===== src/rtl/cpu_pkg.sv =====
// Shared CPU-wide constants and elaboration-time helpers.
// Used by rr_mux and rr_arbiter to size select fields.
package cpu_pkg;

  localparam int CPU_XLEN = 32;

  // Number of bits needed to encode n distinct values; returns 0 for n <= 1.
  function automatic int clog2(input int n);
    int r;
    r = 0;
    for (int v = n - 1; v > 0; v = v >> 1) begin
      r++;
    end
    return r;
  endfunction

endpackage


===== src/rtl/rr_arbiter.sv =====
// Combinational round-robin arbiter: first requester at or after ptr_i wins.
// RR_MUX_FIXED_PRIO_EN turns it into a fixed lowest-index-wins arbiter.
module rr_arbiter
  import cpu_pkg::*;
#(
  parameter  int N_CH  = 4,
  localparam int SEL_W = (clog2(N_CH) > 1) ? clog2(N_CH) : 1
) (
  input  logic [N_CH-1:0]  req_i,
  input  logic [SEL_W-1:0] ptr_i,
  output logic [N_CH-1:0]  grant_o,
  output logic [SEL_W-1:0] grant_idx_o
);

  int   start;
  int   idx;
  logic found;

`ifdef RR_MUX_FIXED_PRIO_EN
  logic unused_ptr;
  assign unused_ptr = ^ptr_i;
  assign start      = 0;
`else
  assign start      = int'(ptr_i);
`endif

  // NOTE: every signal driven here gets a default first, so no path leaves it
  // unassigned and no latch is inferred.
  always_comb begin
    grant_o     = '0;
    grant_idx_o = '0;
    found       = 1'b0;
    idx         = 0;
    for (int k = 0; k < N_CH; k++) begin
      idx = start + k;
      if (idx >= N_CH) idx = idx - N_CH;
      if (!found && req_i[idx]) begin
        found        = 1'b1;
        grant_o[idx] = 1'b1;
        grant_idx_o  = SEL_W'(idx);
      end
    end
  end

endmodule


===== src/rtl/rr_mux.sv =====
// N-channel valid/ready multiplexer with a registered output and round-robin
// arbitration; define RR_MUX_FIXED_PRIO_EN for fixed lowest-index priority.
module rr_mux
  import cpu_pkg::*;
#(
  parameter  int N_CH  = 4,
  parameter  int WIDTH = CPU_XLEN,
  localparam int SEL_W = (clog2(N_CH) > 1) ? clog2(N_CH) : 1
) (
  input  logic                  clk,
  input  logic                  rst_n,
  input  logic [N_CH-1:0]       in_valid,
  input  logic [N_CH*WIDTH-1:0] in_data,
  output logic [N_CH-1:0]       in_ready,
  output logic                  out_valid,
  output logic [WIDTH-1:0]      out_data,
  output logic [SEL_W-1:0]      out_ch,
  input  logic                  out_ready
);

  logic [SEL_W-1:0] ptr_q;
  logic [N_CH-1:0]  grant;
  logic [SEL_W-1:0] gnt_idx;
  logic             free;
  logic             xfer;
  logic [WIDTH-1:0] sel_data;

  logic             out_valid_q;
  logic [WIDTH-1:0] out_data_q;
  logic [SEL_W-1:0] out_ch_q;

  rr_arbiter #(.N_CH(N_CH)) u_arb (
    .req_i       (in_valid),
    .ptr_i       (ptr_q),
    .grant_o     (grant),
    .grant_idx_o (gnt_idx)
  );

  // The output slot can take a new beat if empty or draining this cycle.
  assign free     = !out_valid_q || out_ready;
  assign in_ready = free ? grant : '0;
  assign xfer     = |(in_valid & in_ready);
  assign sel_data = in_data[int'(gnt_idx)*WIDTH +: WIDTH];

`ifdef RR_MUX_FIXED_PRIO_EN
  assign ptr_q = '0;
`else
  logic [SEL_W-1:0] ptr_d;

  always_comb begin
    ptr_d = ptr_q;
    if (xfer) begin
      ptr_d = (int'(gnt_idx) == N_CH - 1) ? '0 : gnt_idx + 1'b1;
    end
  end

  always_ff @(posedge clk or negedge rst_n) begin
    if (!rst_n) ptr_q <= '0;
    else        ptr_q <= ptr_d;
  end
`endif

  // NOTE: state registers use non-blocking assignments so every flop samples
  // pre-edge values regardless of statement order.
  always_ff @(posedge clk or negedge rst_n) begin
    if (!rst_n) begin
      out_valid_q <= 1'b0;
      out_data_q  <= '0;
      out_ch_q    <= '0;
    end else if (xfer) begin
      out_valid_q <= 1'b1;
      out_data_q  <= sel_data;
      out_ch_q    <= gnt_idx;
    end else if (out_ready) begin
      out_valid_q <= 1'b0;
    end
  end

  assign out_valid = out_valid_q;
  assign out_data  = out_data_q;
  assign out_ch    = out_ch_q;

endmodule


===== config.mk =====
export PLATFORM = sky130hd
export DESIGN_NAME = rr_mux
export DESIGN_NICKNAME = d
export VERILOG_FILES = /design/src/rtl/cpu_pkg.sv /design/src/rtl/rr_arbiter.sv /design/src/rtl/rr_mux.sv
export SDC_FILE = /design/constraint.sdc
export NUM_CORES = 1
export LEC_CHECK = 0
export BUFFER_PORTS_ARGS = -buffer_cell sky130_fd_sc_hd__buf_2
export CORE_ASPECT_RATIO = 0.6
export CORE_UTILIZATION = 45
export DETAILED_ROUTE_END_ITERATION = 8
export PLACE_DENSITY = 0.81
export SYNTH_ARGS = -nofsm -noshare
export SYNTH_HDL_FRONTEND = slang
export SYNTH_SLANG_ARGS = --single-unit

===== constraint.sdc =====
create_clock -name clk -period 4.2 [get_ports clk]
set_clock_uncertainty 0.05 [all_clocks]
set_input_delay 1.26 -clock clk [delete_from_list [all_inputs] [get_ports clk]]
set_output_delay 1.26 -clock clk [all_outputs]
set_load 0.05 [all_outputs]

==> metrics.yaml <==
fillerInstances: 568
path_class: "input pin to output port"
finalNetCount: 658
cts_tree: "yes"
rows: 23
slew_headroom: 0.264
worstReg2RegStart: "ptr_q[1]$_DFFE_PN0P_"
grt_max_degree: 65
min_from: "out_data[13]$_DFFE_PN0P_"
powerDensity_mw_per_mm2: 1050
r2r_slack_ns: 0.45
cts.sinks: 37
period_minus_slack_ns: 4.15
hp-class: "register to register"
critPathMaxFanout: 5
regArea_um2: 927
ys_ff_latch: 37
hold_slack_ns: 0.447
ios: 174
synth-seq-area-share: 0.295
drcViolationCount: 0
max_freq_ghz: 0.241
postSynthCellCount: 358
synthFlopType: "dfrtp_1"
cts_buffer_depth: 2
diodes: 0
yosysWarnings: 0
drive_gt1_frac: 0.445
antenna_left: 0
async_flop_share: 1.00
slowest_delay_ns: 0.41
grt_util_all_layers: 0.274
grt_pass1_vias: 3071
status: "finished, final reports clean"
yosysTopAreaCellShare: 0.295
portBuffers: 173
synth_area_mm2: 0.00314
clk_latency_ns: 0.27
dr.pass1.iters: 5
holdPathEnd: "out_data[13]$_DFFE_PN0P_"
reg2reg_depth: 9
cts_root_buf: "clkbuf_16"
required_ns: 2.89
viasPerCell: 5.98
synth_fa_ha_area_frac: 0.0199
start_util: 0.468
setup_viol: 0
antenna_found_initial: 0
die_y_um: 66.7
multi_input_area_mm2: 0.00204
crit_path_cell_trace: "buf_2 > or3b_1 > a2111oi_2 > or3_4 > nand2_1 > a21oi_4 > buf_4"
htree_num_levels: 2
r2r-end: "ptr_q[1]$_DFFE_PN0P_"
fin_crit_sh: 0.987
grt_pass1_wl_um: 15400
syn2layout_area_growth_pct: 38.2
yosys.area.top_type: "dfrtp_1"
crit_arrival_ns: 2.84
place_congestion: 0.890
avgRoutedWirePerCell_um: 17.2
synth_top_family_by_area: "compound AO/OA/AOI/OAI gates"
mostFrequentLayoutCells: "buf_2, a221oi_1, and2_1"
synthDistinctLibCells: 43
drv_slew: 0
synth-compound-area-share: 0.320
synth_edf_count: 0
synth_mux_area_frac: 0.0287
fp.dieArea_mm2: 0.00732
worstMarginPinSlew_ns: 1.10
wl_um: 10400
vdd_drop_max_mv: 0.759
gr-total-overflow: 0
fin_util: 0.647
yosys-top-cells-area: "dfrtp_1, a221oi_1, and2_1"
startpoint_type: "input pin"
drtIter0Drc: 263
hpwlAfterDp_um: 7180
die_w_um: 110
yosys.area_share.simple: 0.240
syn_avg_cell_area_um2: 8.77
via_count: 3625
final_common_cell: "buf_2"
yosys.area_share.xor_xnor: 0
leakagePower_uw: 0.00201
cts_made_buffers: 5
hold_violations: 0
cpMaxStageDelayCell: "a2111oi_2"
drv_cap: 0
critPathCaptureType: "output port"
hold_buffers: 0
synth_nets: 498
coreArea_mm2: 0.00671
clk_pin_slew_ns: 0.06
min_path_cells: 2
[per-layer routing]
metal	up-vias	GRT usage	part of all wire
li1	1711	-	-
met1	1712	0.356	0.44
met2	182	0.470	0.47
met3	20	0.0607	0.079
met4	0	0.0483	0.012
met5	-	0	0
[Yosys cell counts (2+ instances only)]
cell type	instances
nand3_1	35
and2_0	2
a221oi_1	64
clkbuf_1	18
o21ai_0	7
nor3b_1	2
nand2_1	8
nor3b_2	2
buf_6	8
buf_2	16
buf_4	2
inv_1	11
a21o_1	5
nor2b_1	3
or3_1	3
o31ai_1	35
and2_1	63
mux2_2	2
ha_1	5
mux4_2	3
a21oi_1	5
o211ai_1	2
dfrtp_1	37
[critical path: cells and delay by family]
kind	cells	cell delay, ns
compound gates	2	0.53
buf+inv	2	0.31
simple gates	3	0.72
[worst max path at each step]
stage	from	slack, ns	endpoint	depth (start not counted)
floorplan	in_valid[0]	0.14	in_ready[2]	6
global placement	in_valid[0]	-0.02	in_ready[2]	7
detailed placement	in_valid[1]	-0.1	in_ready[0]	7
CTS	in_valid[0]	0.01	in_ready[1]	8
global route	in_valid[1]	-0.02	in_ready[1]	7
finish	in_valid[1]	0.05	in_ready[1]	7
[state kept, by name (all words and copies together), names as in the netlist]
register / flops
out_valid: 1
out_data: 32
out_ch: 2
ptr_q: 2
[stage by stage]
stage	instances	setup TNS, ns	total power, uW	area (um^2)	worst slack [ns]
final	606	0	4560	4340	0.0541
after global routing	606	-0.0270	4890	4340	-0.0218
after CTS	603	0	4490	4260	0.0108
after detailed placement	595	-0.397	4100	4110	-0.0973
after global placement	595	-0.0645	4000	4110	-0.0179
after floorplan	358	0	3370	3180	0.137
[cell type report]
type,instances,area share
Multi-Input combinational cell,265,0.471
Inverter,12,0.0104
Tap cell,87,0.0251
Timing Repair Buffer,197,0.246
Clock inverter,3,0.00404
Sequential cell,37,0.214
Clock buffer,5,0.0289
[timing repair]
action                                  4_1_cts  5_1_grt
gates resized for setup                       5       11
buffers inserted                              0        2
gates cloned                                  0        1
endpoints found under the setup margin        4        4
[power breakdown]
group	internal, uW	switching, uW	total (uW)	leakage [uW]
logic	1210	2320	3530	0.00149
registers	567	105	672	0.000449
clock network	217	141	359	0.0000696
[cell families after synthesis]
kind of cell,after synthesis
fa+ha+maj,5
simple gates,127
mux,5
flops,37
buf+inv,57
compound gates,127
(Power assumes the default switching activity.)
